==> src/rtl/ultrasonic_ranger_pkg.sv <==
// Shared types and width helpers for the multi-channel ultrasonic ranger.
// Holds the slot FSM state encoding and the width function used to size the ports.
package ultrasonic_pkg;

  typedef enum logic [2:0] {
    IDLE,
    TRIG,
    WAIT_RISE,
    MEASURE,
    HOLD
  } state_e;

  localparam int unsigned STATE_W = $bits(state_e);

  // A counter or selector always needs at least one bit, even for a single value.
  function automatic int unsigned clog2Min1(input int unsigned n);
    return (n > 1) ? $clog2(n) : 1;
  endfunction

endpackage

==> src/rtl/ultrasonic_ranger_echo_sync.sv <==
// Single-bit echo synchroniser: two flops against metastability, a third flop for edge detection.
// rise_o and fall_o are one-cycle pulses aligned to the synchronised level.
module echo_sync (
  input  logic clk,
  input  logic reset,
  input  logic echo_i,
  output logic rise_o,
  output logic fall_o
);

  logic meta_q;
  logic sync_q;
  logic prev_q;

  always_ff @(posedge clk or posedge reset) begin
    if (reset) begin
      meta_q <= 1'b0;
      sync_q <= 1'b0;
      prev_q <= 1'b0;
    end else begin
      meta_q <= echo_i;
      sync_q <= meta_q;
      prev_q <= sync_q;
    end
  end

  assign rise_o = sync_q & ~prev_q;
  assign fall_o = ~sync_q & prev_q;

endmodule

==> src/rtl/ultrasonic_ranger.sv <==
// Round-robin HC-SR04 range controller: one trigger per fixed slot, one result per slot.
// The echo width is counted in whole centimetres and reported as a distance or as a timeout.
module ultrasonic_ranger
  import ultrasonic_pkg::*;
#(
  parameter int unsigned N_CH       = 2,
  parameter int unsigned TRIG_CYC   = 500,
  parameter int unsigned CYC_PER_CM = 2900,
  parameter int unsigned SLOT_CYC   = 3_000_000,
  parameter int unsigned CM_W       = 12,
  parameter int unsigned MAX_CM     = 400
) (
  input  logic                         clk,
  input  logic                         reset,
  input  logic                         enable,
  input  logic [N_CH-1:0]              echo,
  output logic [N_CH-1:0]              trigger,
  output logic [CM_W-1:0]              dist_cm,
  output logic [clog2Min1(N_CH)-1:0]   dist_ch,
  output logic                         dist_valid,
  output logic                         dist_timeout
);

  localparam int unsigned CH_W  = clog2Min1(N_CH);
  localparam int unsigned SC_W  = clog2Min1(SLOT_CYC);
  localparam int unsigned SUB_W = clog2Min1(CYC_PER_CM);

  localparam logic [SC_W-1:0]  SC_LAST   = SC_W'(SLOT_CYC - 1);
  localparam logic [SC_W-1:0]  TRIG_LAST = SC_W'(TRIG_CYC - 1);
  localparam logic [SUB_W-1:0] SUB_LAST  = SUB_W'(CYC_PER_CM - 1);
  localparam logic [CM_W-1:0]  CM_MAX    = CM_W'(MAX_CM);
  localparam logic [CH_W-1:0]  CH_LAST   = CH_W'(N_CH - 1);

  state_e            state_q;
  logic [CH_W-1:0]   ch_q;
  logic [CH_W-1:0]   ch_d;
  logic [SC_W-1:0]   sc_q;
  logic [SUB_W-1:0]  sub_q;
  logic [CM_W-1:0]   cm_q;
  logic              reported_q;
  logic [N_CH-1:0]   trigger_q;
  logic [CM_W-1:0]   distCm_q;
  logic [CH_W-1:0]   distCh_q;
  logic              distValid_q;
  logic              distTimeout_q;

  logic [N_CH-1:0]   rise;
  logic [N_CH-1:0]   fall;
  logic              riseSel;
  logic              fallSel;
  logic              slotEnd;
  logic              echoWinsAtEnd;

  for (genvar g = 0; g < N_CH; g++) begin : gSync
    echo_sync uSync (
      .clk    (clk),
      .reset  (reset),
      .echo_i (echo[g]),
      .rise_o (rise[g]),
      .fall_o (fall[g])
    );
  end

  function automatic logic [N_CH-1:0] chOneHot(input logic [CH_W-1:0] c);
    logic [N_CH-1:0] oh;
    oh    = '0;
    oh[c] = 1'b1;
    return oh;
  endfunction

  always_comb begin
    ch_d          = (ch_q == CH_LAST) ? '0 : ch_q + CH_W'(1);
    riseSel       = rise[ch_q];
    fallSel       = fall[ch_q];
    slotEnd       = (state_q != IDLE) && (sc_q == SC_LAST);
    echoWinsAtEnd = (state_q == MEASURE) && fallSel;
  end

  // A falling edge in the last slot cycle still reports as a distance; otherwise an
  // unreported slot is closed with a timeout in that same cycle.
  always_ff @(posedge clk or posedge reset) begin
    if (reset) begin
      state_q       <= IDLE;
      ch_q          <= '0;
      sc_q          <= '0;
      sub_q         <= '0;
      cm_q          <= '0;
      reported_q    <= 1'b0;
      trigger_q     <= '0;
      distCm_q      <= '0;
      distCh_q      <= '0;
      distValid_q   <= 1'b0;
      distTimeout_q <= 1'b0;
    end else begin
      distValid_q <= 1'b0;
      if (state_q == IDLE) begin
        if (enable) begin
          state_q    <= TRIG;
          trigger_q  <= chOneHot(ch_q);
          sc_q       <= '0;
          reported_q <= 1'b0;
        end
      end else begin
        sc_q <= sc_q + SC_W'(1);
        case (state_q)
          TRIG: begin
            if (sc_q == TRIG_LAST) begin
              trigger_q <= '0;
              state_q   <= WAIT_RISE;
            end
          end
          WAIT_RISE: begin
            if (riseSel) begin
              state_q <= MEASURE;
              cm_q    <= '0;
              sub_q   <= '0;
            end
          end
          MEASURE: begin
            if (fallSel) begin
              distCm_q      <= cm_q;
              distCh_q      <= ch_q;
              distTimeout_q <= 1'b0;
              distValid_q   <= 1'b1;
              reported_q    <= 1'b1;
              state_q       <= HOLD;
            end else if (cm_q == CM_MAX) begin
              distCm_q      <= CM_MAX;
              distCh_q      <= ch_q;
              distTimeout_q <= 1'b1;
              distValid_q   <= 1'b1;
              reported_q    <= 1'b1;
              state_q       <= HOLD;
            end else if (sub_q == SUB_LAST) begin
              sub_q <= '0;
              cm_q  <= cm_q + CM_W'(1);
            end else begin
              sub_q <= sub_q + SUB_W'(1);
            end
          end
          default: begin
          end
        endcase

        if (slotEnd) begin
          if (!reported_q && !echoWinsAtEnd) begin
            distCm_q      <= CM_MAX;
            distCh_q      <= ch_q;
            distTimeout_q <= 1'b1;
            distValid_q   <= 1'b1;
          end
          ch_q       <= ch_d;
          sc_q       <= '0;
          reported_q <= 1'b0;
          if (enable) begin
            state_q   <= TRIG;
            trigger_q <= chOneHot(ch_d);
          end else begin
            state_q   <= IDLE;
            trigger_q <= '0;
          end
        end
      end
    end
  end

  assign trigger      = trigger_q;
  assign dist_cm      = distCm_q;
  assign dist_ch      = distCh_q;
  assign dist_valid   = distValid_q;
  assign dist_timeout = distTimeout_q;

endmodule

==> config.mk <==
export PLATFORM = sky130hd
export DESIGN_NAME = ultrasonic_ranger
export DESIGN_NICKNAME = d
export VERILOG_FILES = /design/src/rtl/ultrasonic_ranger_pkg.sv /design/src/rtl/ultrasonic_ranger_echo_sync.sv /design/src/rtl/ultrasonic_ranger.sv
export SDC_FILE = /design/constraint.sdc
export NUM_CORES = 1
export LEC_CHECK = 0
export ABC_AREA = 1
export CORE_MARGIN = 2
export CORE_UTILIZATION = 35
export CTS_CLUSTER_SIZE = 14
export DETAILED_ROUTE_END_ITERATION = 12
export PLACE_DENSITY = 0.51
export SYNTH_ARGS = -nofsm -noshare
export SYNTH_HDL_FRONTEND = slang
export SYNTH_SLANG_ARGS = --single-unit
export TNS_END_PERCENT = 20
==> constraint.sdc <==
create_clock -name clk -period 2.18 [get_ports clk]
set_clock_uncertainty 0.05 [all_clocks]
set_input_delay 0.436 -clock clk [delete_from_list [all_inputs] [get_ports clk]]
set_output_delay 0.436 -clock clk [all_outputs]
set_load 0.01 [all_outputs]
After elaboration in Yosys (flattened, before gate mapping) --
Index checks and enable logic that the tools add are counted. W data, S select, Z words.
Word-level totals: flip-flop bits (word level) 74, word-level logic and storage cells 133
Cells by class: $add $sub $neg 4, $lt $le $gt $ge 4, equality and inequality tests 15, mux-type cells 63, bitwise logic cells 9, reduce and logical (&&, ||, !) cells 21
Operators by type and width (number):
- $mux W12 | 12
- $mux W22 | 3
- $pmux W12 S2 | 2
- $mux W1 | 30
- $add A12 B1 Y12 const B | 2
- $add A22 B1 Y22 const B | 1
- $eq A22 B22 Y1 const B | 1
- $eq A22 B9 Y1 const B | 1
- $mux W3 | 7
- $eq A12 B12 Y1 const B | 1
- $eq A12 B9 Y1 const B | 1
- $mux W2 | 6
- $reduce_bool A3 Y1 | 4
- $reduce_and A5 Y1 | 2
- $pmux W3 S3 | 1
- $ne A2 B2 Y1 const B | 4
- $ne A4 B4 Y1 const B | 2
- $eq A3 B2 Y1 const B | 2
- $reduce_and A3 Y1 | 2
- $reduce_and A6 Y1 | 1
- $logic_and A1 B1 Y1 | 5
- $ne A5 B3 Y1 const B | 1
- $not A1 Y1 | 5
- $reduce_bool A5 Y1 | 1
- other kinds (12) | 19

Longest topological paths before layout --
Gate-level depths: netlist of the first run.
word-level depth 10, gate-level depth with buffers 12

Modules after synthesis --
A second synthesis of the first run with hierarchy kept.
Second synthesis, totals: cells, all modules 582, area, all modules 4365.4 um2
By module, submodules not included:
- ultrasonic_ranger | instances 1, cells each 566, area each 4177.8 um2, seq. area each 1701.6 um2
- echo_sync | instances 2, cells each 8, area each 93.8 um2, seq. area each 75.1 um2

Worst setup path after synthesis of the first run --
OpenSTA, ideal clock, no wires.
path kind register -> register, start point register sc_q[0], end point register trigger_q[0], in the netlist trigger[0], library setup time 118 ps, data arrival time 1588 ps, data required time 2012 ps, setup slack 424 ps, cell stages (with the launch flop) 11, path buffers 0, cell sequence dfrtp_1 > ha_1 > nand3_1 > nor2_4 > nand3_2 > nand2_2 > inv_2 > nand2_1 > nand2_1 > nand2_1 > nand2_1
Between the ends: cells in the longest elaborated chain, start to end 4, elaborated cells between the ends (all ways) 8, those cells by class 2 x eq/ne; 2 x mux; 4 x reduce/logical
RTL lines:
- from (decl) | RTL line ultrasonic_ranger.sv:37 | logic [SC_W-1:0] sc_q;
- from (signal assigned) | RTL line ultrasonic_ranger.sv:104 | sc_q <= sc_q + SC_W'(1);
- $eq A22 B22 Y1 | RTL line ultrasonic_ranger.sv:75 | slotEnd = (state_q != IDLE) && (sc_q == SC_LAST);
- $logic_and A1 B1 Y1 | RTL line ultrasonic_ranger.sv:75
- $reduce_bool A3 Y1 (no source line) / $mux W2 (equally long branches)
- $reduce_and A3 Y1 (no source line) / $mux W2 (equally long branches)
- to (signal assigned) | RTL line ultrasonic_ranger.sv:99 | trigger_q <= chOneHot(ch_q);
- to (signal assigned) | RTL line ultrasonic_ranger.sv:157 | trigger_q <= chOneHot(ch_d);
- to (decl) | RTL line ultrasonic_ranger.sv:41 | logic [N_CH-1:0] trigger_q;
Parallel ways exist; a longest one is shown, timed or not. A chain may end at the register's enable or synchronous reset.

Worst setup path after layout of the first run --
start point register sc_q[0], end point register distCm_q[6], in the netlist dist_cm[6]
Between the ends: cells in the longest elaborated chain, start to end 3
RTL lines:
- $eq A22 B22 Y1 | RTL line ultrasonic_ranger.sv:75
- $logic_and A1 B1 Y1 | RTL line ultrasonic_ranger.sv:75
- $mux W12 | RTL line ultrasonic_ranger.sv:145 | if (slotEnd) begin
- to (signal assigned) | RTL line ultrasonic_ranger.sv:121 | distCm_q <= cm_q;
- to (decl) | RTL line ultrasonic_ranger.sv:42 | logic [CM_W-1:0] distCm_q;
No other way between the ends.

==> results of run 1 <==
## worst paths after layout
kind                                                 startpoint                         endpoint  cells past startpoint
worst max-delay path                        sc_q[0]$_DFFE_PP0P_           dist_cm[6]$_DFFE_PP0P_                      8
worst min-delay path            gSync[0].uSync.meta_q$_DFF_PP0_  gSync[0].uSync.sync_q$_DFF_PP0_                      0
worst max register to register              sc_q[0]$_DFFE_PP0P_           dist_cm[6]$_DFFE_PP0P_                      8
worst min register to register  gSync[0].uSync.meta_q$_DFF_PP0_  gSync[0].uSync.sync_q$_DFF_PP0_                      0
max in group asynchronous                                 reset             sub_q[8]$_DFFE_PP0P_                      3
min in group asynchronous                                 reset           state_q[0]$_DFFE_PP0P_                      2
## logic make-up (layout without fill, tap and decap cells)
logic type	Yosys count	in the layout	synth area share [%]
adder cells (fa/ha/maj)	4	4	1.12
buffers and inverters	96	141	8.83
AND/OR/NAND/NOR	380	380	37.3
flip-flops	74	74	41.5
XOR/XNOR	22	22	4.32
AO/OA/AOI/OAI	56	56	7.00
## layout make-up
| class | instances | area, um2 | area share [%] |
|---|---|---|---|
| Clock inverter | 7 | 70.1 | 1.32 |
| Sequential cell | 74 | 1850 | 34.9 |
| Timing Repair Buffer | 42 | 393 | 7.41 |
| Clock buffer | 9 | 225 | 4.25 |
| Inverter | 83 | 315 | 5.95 |
| Tap cell | 172 | 215 | 4.06 |
| Multi-Input combinational cell | 462 | 2230 | 42.1 |
## repair_timing
| item | in CTS | in global routing |
|---|---|---|
| hold buffers | 0 | 0 |
| resized for setup | 0 | 2 |
| setup endpoints to repair | 0 | 13 |
## cells in the final DEF (no fill, tap or decap), types with 9 or more instances in the layout
| cell type | n |
|---|---|
| dfrtp_1 | 74 |
| xor2_1 | 20 |
| nand3_1 | 58 |
| nor3_1 | 14 |
| clkbuf_16 | 9 |
| clkdlybuf4s50_1 | 21 |
| o21ai_1 | 11 |
| inv_1 | 79 |
| o21ai_0 | 28 |
| nand2_1 | 184 |
| nor2_1 | 81 |
| o22ai_1 | 9 |
| nand4_1 | 23 |
| buf_4 | 19 |
## power groups by stage
stage	clock network, mW	logic [mW]	registers (mW)
floorplan	0	0.0250	1.41
global placement	0	0.0555	1.41
detailed placement	0	0.0560	1.41
CTS	1.54	0.0562	1.38
global route	1.61	0.0625	1.38
finish	1.50	0.0525	1.38
## sequential cells by signal, indices dropped and copies added (netlist names), 2 cells and up
name and cells:
trigger 2, sc_q 22, cm_q 12, state_q 3, gSync.uSync.sync_q 2, gSync.uSync.meta_q 2, gSync.uSync.prev_q 2, sub_q 12
dist_cm 12
## stage by stage
stage | std cells | utilization [%] | hold slack (ns) | power [mW] | area, um2
after floorplan | 632 | - | 0.281 | 1.43 | 4470
after global placement | 833 | 39.9 | 0.283 | 1.46 | 4990
after detailed placement | 833 | 39.9 | 0.285 | 1.46 | 4990
after CTS | 849 | 42.3 | 0.299 | 2.97 | 5290
after global routing | 849 | 42.3 | 0.309 | 3.05 | 5300
final | 849 | 42.3 | 0.298 | 2.94 | 5300
## per-layer routing
metal / track usage [%] / up-vias / share of wire [%] / wire length (um)
met5: 0 / - / 0 / 0
met4: 6.98 / 0 / 1.9 / 228
met1: 25.5 / 1927 / 47 / 5640
met3: 4.22 / 15 / 4.3 / 507
li1: - / 2104 / - / -
met2: 31.5 / 80 / 46 / 5500
==> metrics list, run 1 <==
- Result of the run: completed
* Synth area leader: dfrtp_1
- The commonest cells after synthesis are 184 x nand2_1, 81 x nor2_1, 80 x inv_1.
- Ys async rst share: 100%
- Counting both buffers and inverters, the worst setup path holds a total of 2.
- Number of I/O port buffers: 21
- Post-synth top area share: 41.5%
- At the pin with the least slew margin, the transition time is 0.414 ns.
- Syn nets: approximately 640
* Fmax: approximately 520 MHz
- Reg clk slew, reported paths: 0.06 ns
* Via count of the first global-routing pass: around 4200
- Crit path max fanout: 8
- Cells taking the most area after synthesis: dfrtp_1 41%, nand2_1 15%, nor2_1 6.8%
- Sequence of cells on the critical path: ha_1 -> nand3_2 -> inv_1 -> nand2_1 -> nor2_1 -> nand3_2 -> o21ai_0 -> inv_1
* Clock share of power: ~51%
* Post-Route Setup TNS: 0 ns
- Worst slack after detailed placement: 0.165 ns
* Max-cap check violation count: 0
* Peak ir drop on the vdd network: between 0.0003 and 0.0004 V
- For this run the aggregate overflow at the end of global routing stands at 0.
- For this design the total switching power over the nets is 0.655 mW.
* Area added between synthesis and finish: 18.7%
- Number of buffers added by the clock tree synthesis step: 9
* Number of DRC markers after the initial detailed-route iteration: 216
- Final setup vio count: 0
* First drt pass iteration count: 5
* HPWL reported at the end of detailed placement: between 8 and 9 mm
- Yosys mapped a number of flops with a built-in enable equal to 0.
* Setup repair after global routing missed its margin: false
* Top cell family by delay on the critical path: simple AND/OR/NAND/NOR gates
- Routed length per instance: between 10 and 15 um
- Summed over all cells, the static leakage comes to about 2.5 nW.
* Average cell area after synthesis: approximately 7.1 um2
- Die boundary width: 117 um
- STA classifies the critical path endpoint as a flip-flop.
- Comb pwr share: about 1.8%
- TritonCTS built the clock tree.
- Among all stages on the critical path, the largest delay is contributed by dfrtp_1.
- Net switching is between 20% and 30% of the power.
* Internal power of the cells: roughly 2.3 mW
* Crit path launch type: flip-flop
- The floorplan step defined a die boundary enclosing 13700 um2.
* Netlist Area Pre-Place: about 4500 um2
- Max-Slew Margin vs Limit: 72.3%
- Sequential element share of the synthesized area: between 40 and 50%
- After floorplanning, the core was sized to cover 12500 um2.
- In this run, distinct cell masters in the synthesized netlist total 30.
- In this run the power density over the cells is roughly 550 nW/um2.
- Critical path start-end classification: reg2reg
* GPL Wtd Cong: between 0.9 and 1
- Among all flip-flop cells after synthesis, the most frequent one is dfrtp_1.
- Max-slew violation count: 0
* Tcrit/Tclk final: between 80% and 90%
- In the global route stage, overall resource usage came out at approximately 19%.
- After clock tree synthesis, the setup repair step added 0 buffers.
* Clock Root Buffer: clkbuf_16
- Cells with a size suffix above 1 make up between 8 and 9% of the layout.
- Global-route wire length before repair: just over 20 mm
* Initial cell density of the core: a little over a third
- In the routed design, unresolved DRC markers number 0.
- Arrival time at the worst endpoint: about 2.1 ns
- For this block, the via count after detailed routing is 4126.
- Synthesis produced 632 cells.
- Post-DRT Antenna Nets: 0
* Endpoint required time on the critical path: roughly 2.4 ns
- Class of the worst hold path: reg2reg
- Vertical die dimension: 117 um
* Number of clock sinks seen by CTS: 74
- Antenna cells: 0
* Total Routed Length: 11.9 mm
- In this design, the stage delay of the slowest critical-path cell is 0.42 ns.
- After layout, the minimum clock period comes to 1.92 ns.
- For the worst-skew pair, the clock arrives at the later sink with an insertion delay of 0.34 ns.
* Final hold vios: 0
- Most repeated cell in the gate-level netlist after synthesis: nand2_1
* Sequential share of power: between 40% and 50%
* Nets@finish: 681
- Synthesis inferred 74 register bits.
- For flop-to-flop paths, the worst setup slack is about 0.26 ns.
- Largest net degree at the start of global routing: 23
- Via density per instance: roughly 4.9
- Row generation in the floorplan step produced 41 rows.
- Filler cell count: 1321
* CTS Buffer Depth: 2
- Pin placement for this block handled 22 I/O pins.
- Antenna violations before repair: 0
- Synth warn: 0
- H-tree depth: 3
- In the post-route analysis, the smallest setup slack over all paths is approximately 0.26 ns.
No activity file was read; power rests on OpenSTA's default activity.
==> inputs of run 2 (changes only) <==
Settings changed: PLACE_DENSITY 0.51 to 0.49.
Clock period 2.18 ns to 2.3 ns, I/O delays scaled along.
==> metrics list, run 2 (synthesized netlist as in run 1, its figures left out) <==
- The placer's final routability congestion estimate is 0.931 (+1.7%).
* Post-layout minimum cycle time: 2.03 ns (+0.107 ns)
- Area of the die: 13700 um2 (unchanged)
* Register name with the most flops: sc_q
* Nets@finish: 675 (-0.88%)
* PnR worst setup slack: 0.271 ns (+0.0131 ns)
- Routed length per instance: 14.3 um (+2.1%)
* Total gr overflow: 0 (unchanged)
- The total of endpoints with negative setup slack in the final report was 0 (unchanged).
- Post-DRT Antenna Nets: 0 (unchanged)
- Max-slew violation count: 0 (unchanged)
* HPWL reported at the end of detailed placement: 9.05 mm (+1.6%)
- Clock tree from TritonCTS: done
- Filler cell count: 1341 (+1.5%)
- The number of vias after detailed routing is 4167 (+0.99%).
- Reg clk slew, reported paths: 0.06 ns (about the same)
* Post-CTS resize count: 0 (unchanged)
- Antenna violations before repair: 0 (unchanged)
- Arrival time at the worst endpoint: 2.21 ns (+0.11 ns)
* Flip-flop count of the largest register, all copies and words added: 22 (unchanged)
- The number of DRC violations after detailed-routing iteration 0 came to 236 (+9.3%).
- Endpoint required time on the critical path: 2.48 ns (+0.12 ns)
- The hold slack is 0.296 ns (-0.00139 ns).
- The quantity of I/O buffers inserted on ports is 21 (unchanged).
* Crit path max fanout: 8 (unchanged)
- Placed cells: 827 (-0.72%)
* Source of the critical timing path: sc_q[0]$_DFFE_PP0P_
* H-tree depth: 3 (unchanged)
* CTS Buffer Depth: 2 (unchanged)
- The initial cell density of the core was 35.7% (unchanged).
- The largest net degree at the start of global routing came to 24 (+4.3%).
- The post-place instance area was 4950 um2 (-0.90%).
- Remaining routing DRC violations: 0 (unchanged)
* Critical path endpoint: dist_cm[3]$_DFFE_PP0P_
- Setup repair after global routing missed its margin: false
- Leakage power summed over all cells: 2.50 nW (-1.5%)
- STA classifies the critical path startpoint as a flip-flop.
- The critical path in this run is classified as reg2reg.
- Die boundary width: 117 um (unchanged)
* RR Startpoint: sc_q[0]$_DFFE_PP0P_
- Number of cells on the worst reg-to-reg path: 8 (unchanged)
- The number of CTS-inserted buffers came to 9 (unchanged).
* Clock Root Buffer: clkbuf_16
- Via density per instance: 4.94 (+1.7%)
- The clock insertion delay at the later pin of the skew report was 0.34 ns (about the same).
- Fraction of final layout cells with drive strength greater than 1: 7.45% (-1.1 points)
- Core region area: 12500 um2 (unchanged)
- Max-Slew Margin vs Limit: 59.8% (-12 points)
- Global-route wire length before repair: 20.3 mm (-1.4%)
- First drt pass iteration count: 5 (unchanged)
- Class of the worst hold path: reg2reg
- The post-route cell area is 5240 um2 (-1.2%).
* Post-Route Utilization: 41.8% (-0.50 points)
* Worst-case register-to-register setup slack: 0.27 ns (about the same)
* Total Routing Usage GR: 19.2% (-0.18 points)
- Top-level I/O count: 22 (unchanged)
* Worst slack after detailed placement: 0.221 ns (+0.0567 ns)
* Result of the run: completed
* Count of non-filler cells in the finished layout: 843 (-0.71%)
* Tcrit/Tclk final: 88.2% (about the same)
- The number of sinks on the clock net is 74 (unchanged).
* Multi-input combinational cell area: 2220 um2 (-0.22%)
* Setup fix buffers added after clock tree synthesis: 0 (unchanged)
- Post-Route Setup TNS: 0 ns (unchanged)
- The worst setup path is captured at a flip-flop.
* Area added between synthesis and finish: 17.3%
- Antenna cells: 0 (unchanged)
* Peak ir drop on the vdd network: 0.000288 V (-6.3%)
* Via count of the first global-routing pass: 4035 (-3.0%)
* Total Routed Length: 12.0 mm (+1.3%)
- The die height is 117 um (unchanged).
- The power density relative to cell area is 517 nW/um2 (-6.6%).
- Pin slew with the least headroom to its limit: 0.601 ns (+0.187 ns)
- The power after layout was 2.71 mW (-7.7%).
- Number of placement rows: 41 (unchanged)
- Hold buffer count at cts: 0 (unchanged)
- Final hold vios: 0 (unchanged)
* Most common library cell in the layout ignoring fill and taps: nand2_1
- End of the worst register-to-register path: dist_cm[3]$_DFFE_PP0P_
* Fmax: 493 MHz (-5.3%)
- The library cells used most frequently in the layout, excluding fill and tap cells, are 184 x nand2_1, 81 x nor2_1, 79 x inv_1.
- The sequential cell area is 1850 um2 (unchanged).
* Max-cap check violation count: 0 (unchanged)
==> run 2: how the worst min path moves through the flow <==
stage	slack (ns)	from	cells after the start	end
after floorplan	0.28	gSync[0].uSync.meta_q$_DFF_PP0_	0	gSync[0].uSync.sync_q$_DFF_PP0_
after global placement	0.29	gSync[1].uSync.meta_q$_DFF_PP0_	0	gSync[1].uSync.sync_q$_DFF_PP0_
after detailed placement	0.28	gSync[0].uSync.meta_q$_DFF_PP0_	0	gSync[0].uSync.sync_q$_DFF_PP0_
after CTS	0.30	gSync[0].uSync.meta_q$_DFF_PP0_	0	gSync[0].uSync.sync_q$_DFF_PP0_
after global routing	0.31	gSync[1].uSync.meta_q$_DFF_PP0_	0	gSync[1].uSync.sync_q$_DFF_PP0_
final	0.30	gSync[1].uSync.meta_q$_DFF_PP0_	0	gSync[1].uSync.sync_q$_DFF_PP0_
==> run 2: layer usage <==
| layer | GRT usage [%] | share of wire [%] | routed length, um |
|---|---|---|---|
| met2 | 31.6 | 47 | 5680 |
| met3 | 3.09 | 4.0 | 482 |
| met5 | 0 | 0 | 0 |
| met4 | 9.57 | 3.0 | 367 |
| met1 | 24.5 | 46 | 5500 |
==> run 2: critical path, cell delays in order, from the launching register on <==
cell and delay, ns:
dfrtp_1 0.43, ha_1 0.28, nand3_1 0.20, inv_1 0.14
nand2_1 0.06, nor2_1 0.23, nand3_2 0.21, o21ai_0 0.25
inv_1 0.07
==> run 2: power breakdown <==
| part | internal, mW | total [mW] | switching (mW) |
|---|---|---|---|
| Clock | 0.788 | 1.35 | 0.562 |
| Sequential | 1.31 | 1.31 | 0.00310 |
| Combinational | 0.0169 | 0.0499 | 0.0330 |
| Total | 2.11 | 2.71 | 0.598 |
==> run 2: final cells by class <==
type	count	share of cell area [%]
inverters	83	6.02
repair buffers	36	6.64
clock inverters	4	0.502
multi-input cells	462	42.5
well taps	172	4.11
flip-flops and latches	74	35.4
clock buffers	12	4.90
==> inputs of run 3 (changes only) <==
Settings changed: CELL_PAD_IN_SITES_DETAIL_PLACEMENT set to 1, CELL_PAD_IN_SITES_GLOBAL_PLACEMENT set to 2, PLACE_DENSITY 0.49 to 0.78.
==> metrics list, run 3 (synthesized netlist as in run 1, its figures left out) <==
* Via count of the first global-routing pass: 4448 (+10%)
- The sequential cell area came to 1850 um2 (unchanged).
* Arrival time at the worst endpoint: 2.23 ns (+0.02 ns)
* Setup fix buffers added after clock tree synthesis: 0 (unchanged)
- The delay contributed by the slowest stage of the critical path came to 0.42 ns (about the same).
- Peak ir drop on the vdd network: 0.000300 V (+4.4%)
- The routed wirelength normalized by instance count came to 16.3 um (+14%).
* Reg clk slew, reported paths: 0.06 ns (about the same)
- The number of buffers inserted for hold repair after clock tree synthesis was 0 (unchanged).
- Max-cap check violation count: 0 (unchanged)
- Post-DRT Antenna Nets: 0 (unchanged)
- Total Routed Length: 13.8 mm (+15%)
- The worst hold path begins at gSync[1].uSync.meta_q$_DFF_PP0_.
* Post-Route Utilization: 42.2% (+0.34 points)
- The data required time of the worst path is 2.47 ns (about the same).
- Commonest cells after routing, fill and taps aside: 184 x nand2_1, 80 x nor2_1, 79 x inv_1
- The die extent in x was 117 um (unchanged).
- The die height was 117 um (unchanged).
* Sequence of cells on the critical path: ha_1 -> nand3_1 -> nor2_4 -> nand3_2 -> nand2_2 -> inv_2 -> nand2_1 -> nand2_1 -> nand2_1 -> nand2_1
- The total count of max-transition violations in the final report was 0 (unchanged).
- Crit path capture type: flip-flop
- Register name with the most flops: sc_q
- The share of the cycle needed by the critical path after routing was 89.5% (+1.3 points).
* Number of clock sinks seen by CTS: 74 (unchanged)
- Pwr dens: 549 nW/um2 (+6.1%)
- The largest individual stage delay along the critical path comes from the cell dfrtp_1.
- The worst slew slack as a fraction of its limit is 70.6% (+11 points).
* H-tree depth: 3 (unchanged)
- Global-route wire length before repair: 23.0 mm (+14%)
* Worst slack after detailed placement: 0.130 ns (-0.0914 ns)
* Final setup vio count: 0 (unchanged)
* Number of DRC markers after the initial detailed-route iteration: 186 (-21%)
- Power Total: 2.90 mW (+6.9%)
- The leftover overflow at the end of global routing is 0 (unchanged).
- Leakage power summed over all cells: 2.52 nW (+0.93%)
- The hold slack was 0.305 ns (+0.00887 ns).
- The count of final hold-check violations is 0 (unchanged).
- CTS Buffer Depth: 2 (unchanged)
* Total Routing Usage GR: 21.9% (+2.8 points)
- Number of placement rows: 41 (unchanged)
- Number of buffers added by the clock tree synthesis step: 9 (unchanged)
- Post-Route Setup TNS: 0 ns (unchanged)
- The smallest setup slack after layout was 0.241 ns (-0.0304 ns).
- Most common library cell in the layout ignoring fill and taps: nand2_1
* Via density per instance: 5.07 (+2.5%)
- The placer's final routability congestion estimate came to 0.874 (-6.0%).
- Final non-filler cell area: 5280 um2 (+0.81%)
* Count of non-filler cells in the finished layout: 845 (+0.24%)
- Sink of the worst hold path: gSync[1].uSync.sync_q$_DFF_PP0_
- The final layout net count is 677 (+0.30%).
* First drt pass iteration count: 4 (-1)
- The core region area was 12500 um2 (unchanged).
* HPWL reported at the end of detailed placement: 10.3 mm (+14%)
- In this run the critical register-to-register path is launched from sc_q[0]$_DFFE_PP0P_.
- End of the worst register-to-register path: trigger[0]$_DFFE_PP0P_
- TritonCTS built the clock tree.
* Top-level I/O count: 22 (unchanged)
- The quantity of I/O buffers inserted on ports came to 21 (unchanged).
* Worst-case register-to-register setup slack: 0.24 ns (-0.03 ns)
* Vias after detailed routing: 4281 (+2.7%)
- The most numerous cell type found on the critical path is nand2_1.
- Area added between synthesis and finish: 18.2%
- Setup repair after global routing missed its margin: false
- Number of cells on the worst reg-to-reg path: 10 (+2)
* Critical path start-end classification: reg2reg
- Result of the run: completed
* Placed cells: 829 (+0.24%)
* Multi-input combinational cell area: 2230 um2 (+0.11%)
- The number of flip-flops under the largest register name was 22 (unchanged).
* Fraction of final layout cells with drive strength greater than 1: 7.88% (+0.42 points)
* Remaining routing DRC violations: 0 (unchanged)
* Initial cell density of the core: 35.7% (unchanged)
- The path class of the tightest hold or removal check is reg2reg.
* Antenna cells: 0 (unchanged)
* Cell count of the worst hold path: 0 (unchanged)
* Area of the die: 13700 um2 (unchanged)
- Crit path launch type: flip-flop
* Total cell area at the placement stage: 4950 um2 (about the same)
* Clock Root Buffer: clkbuf_16
- The actual transition at the worst max-transition pin came to 0.441 ns (-0.160 ns).
- The largest net degree at the start of global routing came to 42 (+75%).
* Post-layout minimum cycle time: 2.06 ns (+0.0304 ns)
* Fmax: 486 MHz (-1.5%)
- Filler cell count: 1662 (+24%)
- Antenna violations before repair: 0 (unchanged)
* Crit path max fanout: 7 (-1)
* Latest clock arrival within the worst-skew pair: 0.34 ns (about the same)
-- run 3: power breakdown --
part / internal, mW / switching [mW]
clock network: 0.976 / 0.565
logic: 0.0126 / 0.0334
registers: 1.31 / 0.00283
total: 2.30 / 0.601
-- run 3: how the worst max path moves through the flow --
stage          cells past startpoint  slack (ns)                      end                start
2_1_floorplan                     10        0.54   trigger[0]$_DFFE_PP0P_  sc_q[0]$_DFFE_PP0P_
6_report                          10        0.24   trigger[0]$_DFFE_PP0P_  sc_q[0]$_DFFE_PP0P_
3_3_place_gp                       8        0.27  dist_cm[10]$_DFFE_PP0P_  sc_q[0]$_DFFE_PP0P_
4_1_cts                            8        0.11   dist_cm[6]$_DFFE_PP0P_  sc_q[0]$_DFFE_PP0P_
5_1_grt                           10        0.05   state_q[0]$_DFFE_PP0P_  sc_q[0]$_DFFE_PP0P_
3_5_place_dp                       8        0.13   dist_cm[9]$_DFFE_PP0P_  sc_q[0]$_DFFE_PP0P_
-- run 3: cell type report --
type	instances	area share, %
Clock buffer	11	4.60
Tap cell	172	4.08
Timing Repair Buffer	38	6.64
Multi-Input combinational cell	462	42.2
Clock inverter	5	1.47
Sequential cell	74	35.1
Inverter	83	5.97
-- run 3: metal layers --
metal / vias to the layer above / track usage [%] / share of wire, %
met1: 2115 / 30.4 / 48
met4: 0 / 7.29 / 1.9
met3: 17 / 3.30 / 2.7
met2: 50 / 35.3 / 47
li1: 2099 / - / -
met5: - / 0 / 0
-- run 3: timing repair --
action,in CTS,in global routing
endpoints found under the setup margin,0,7
endpoints found under the hold margin,0,0
resized for setup,0,2
-- run 3: critical path: cells and delay by family, from the launching register on --
kind | cells | cell delay (ns)
and+or+nand+nor | 8 | 1.07
buffers and inverters | 1 | 0.11
adders and majority gates | 1 | 0.29
DFF | 1 | 0.42
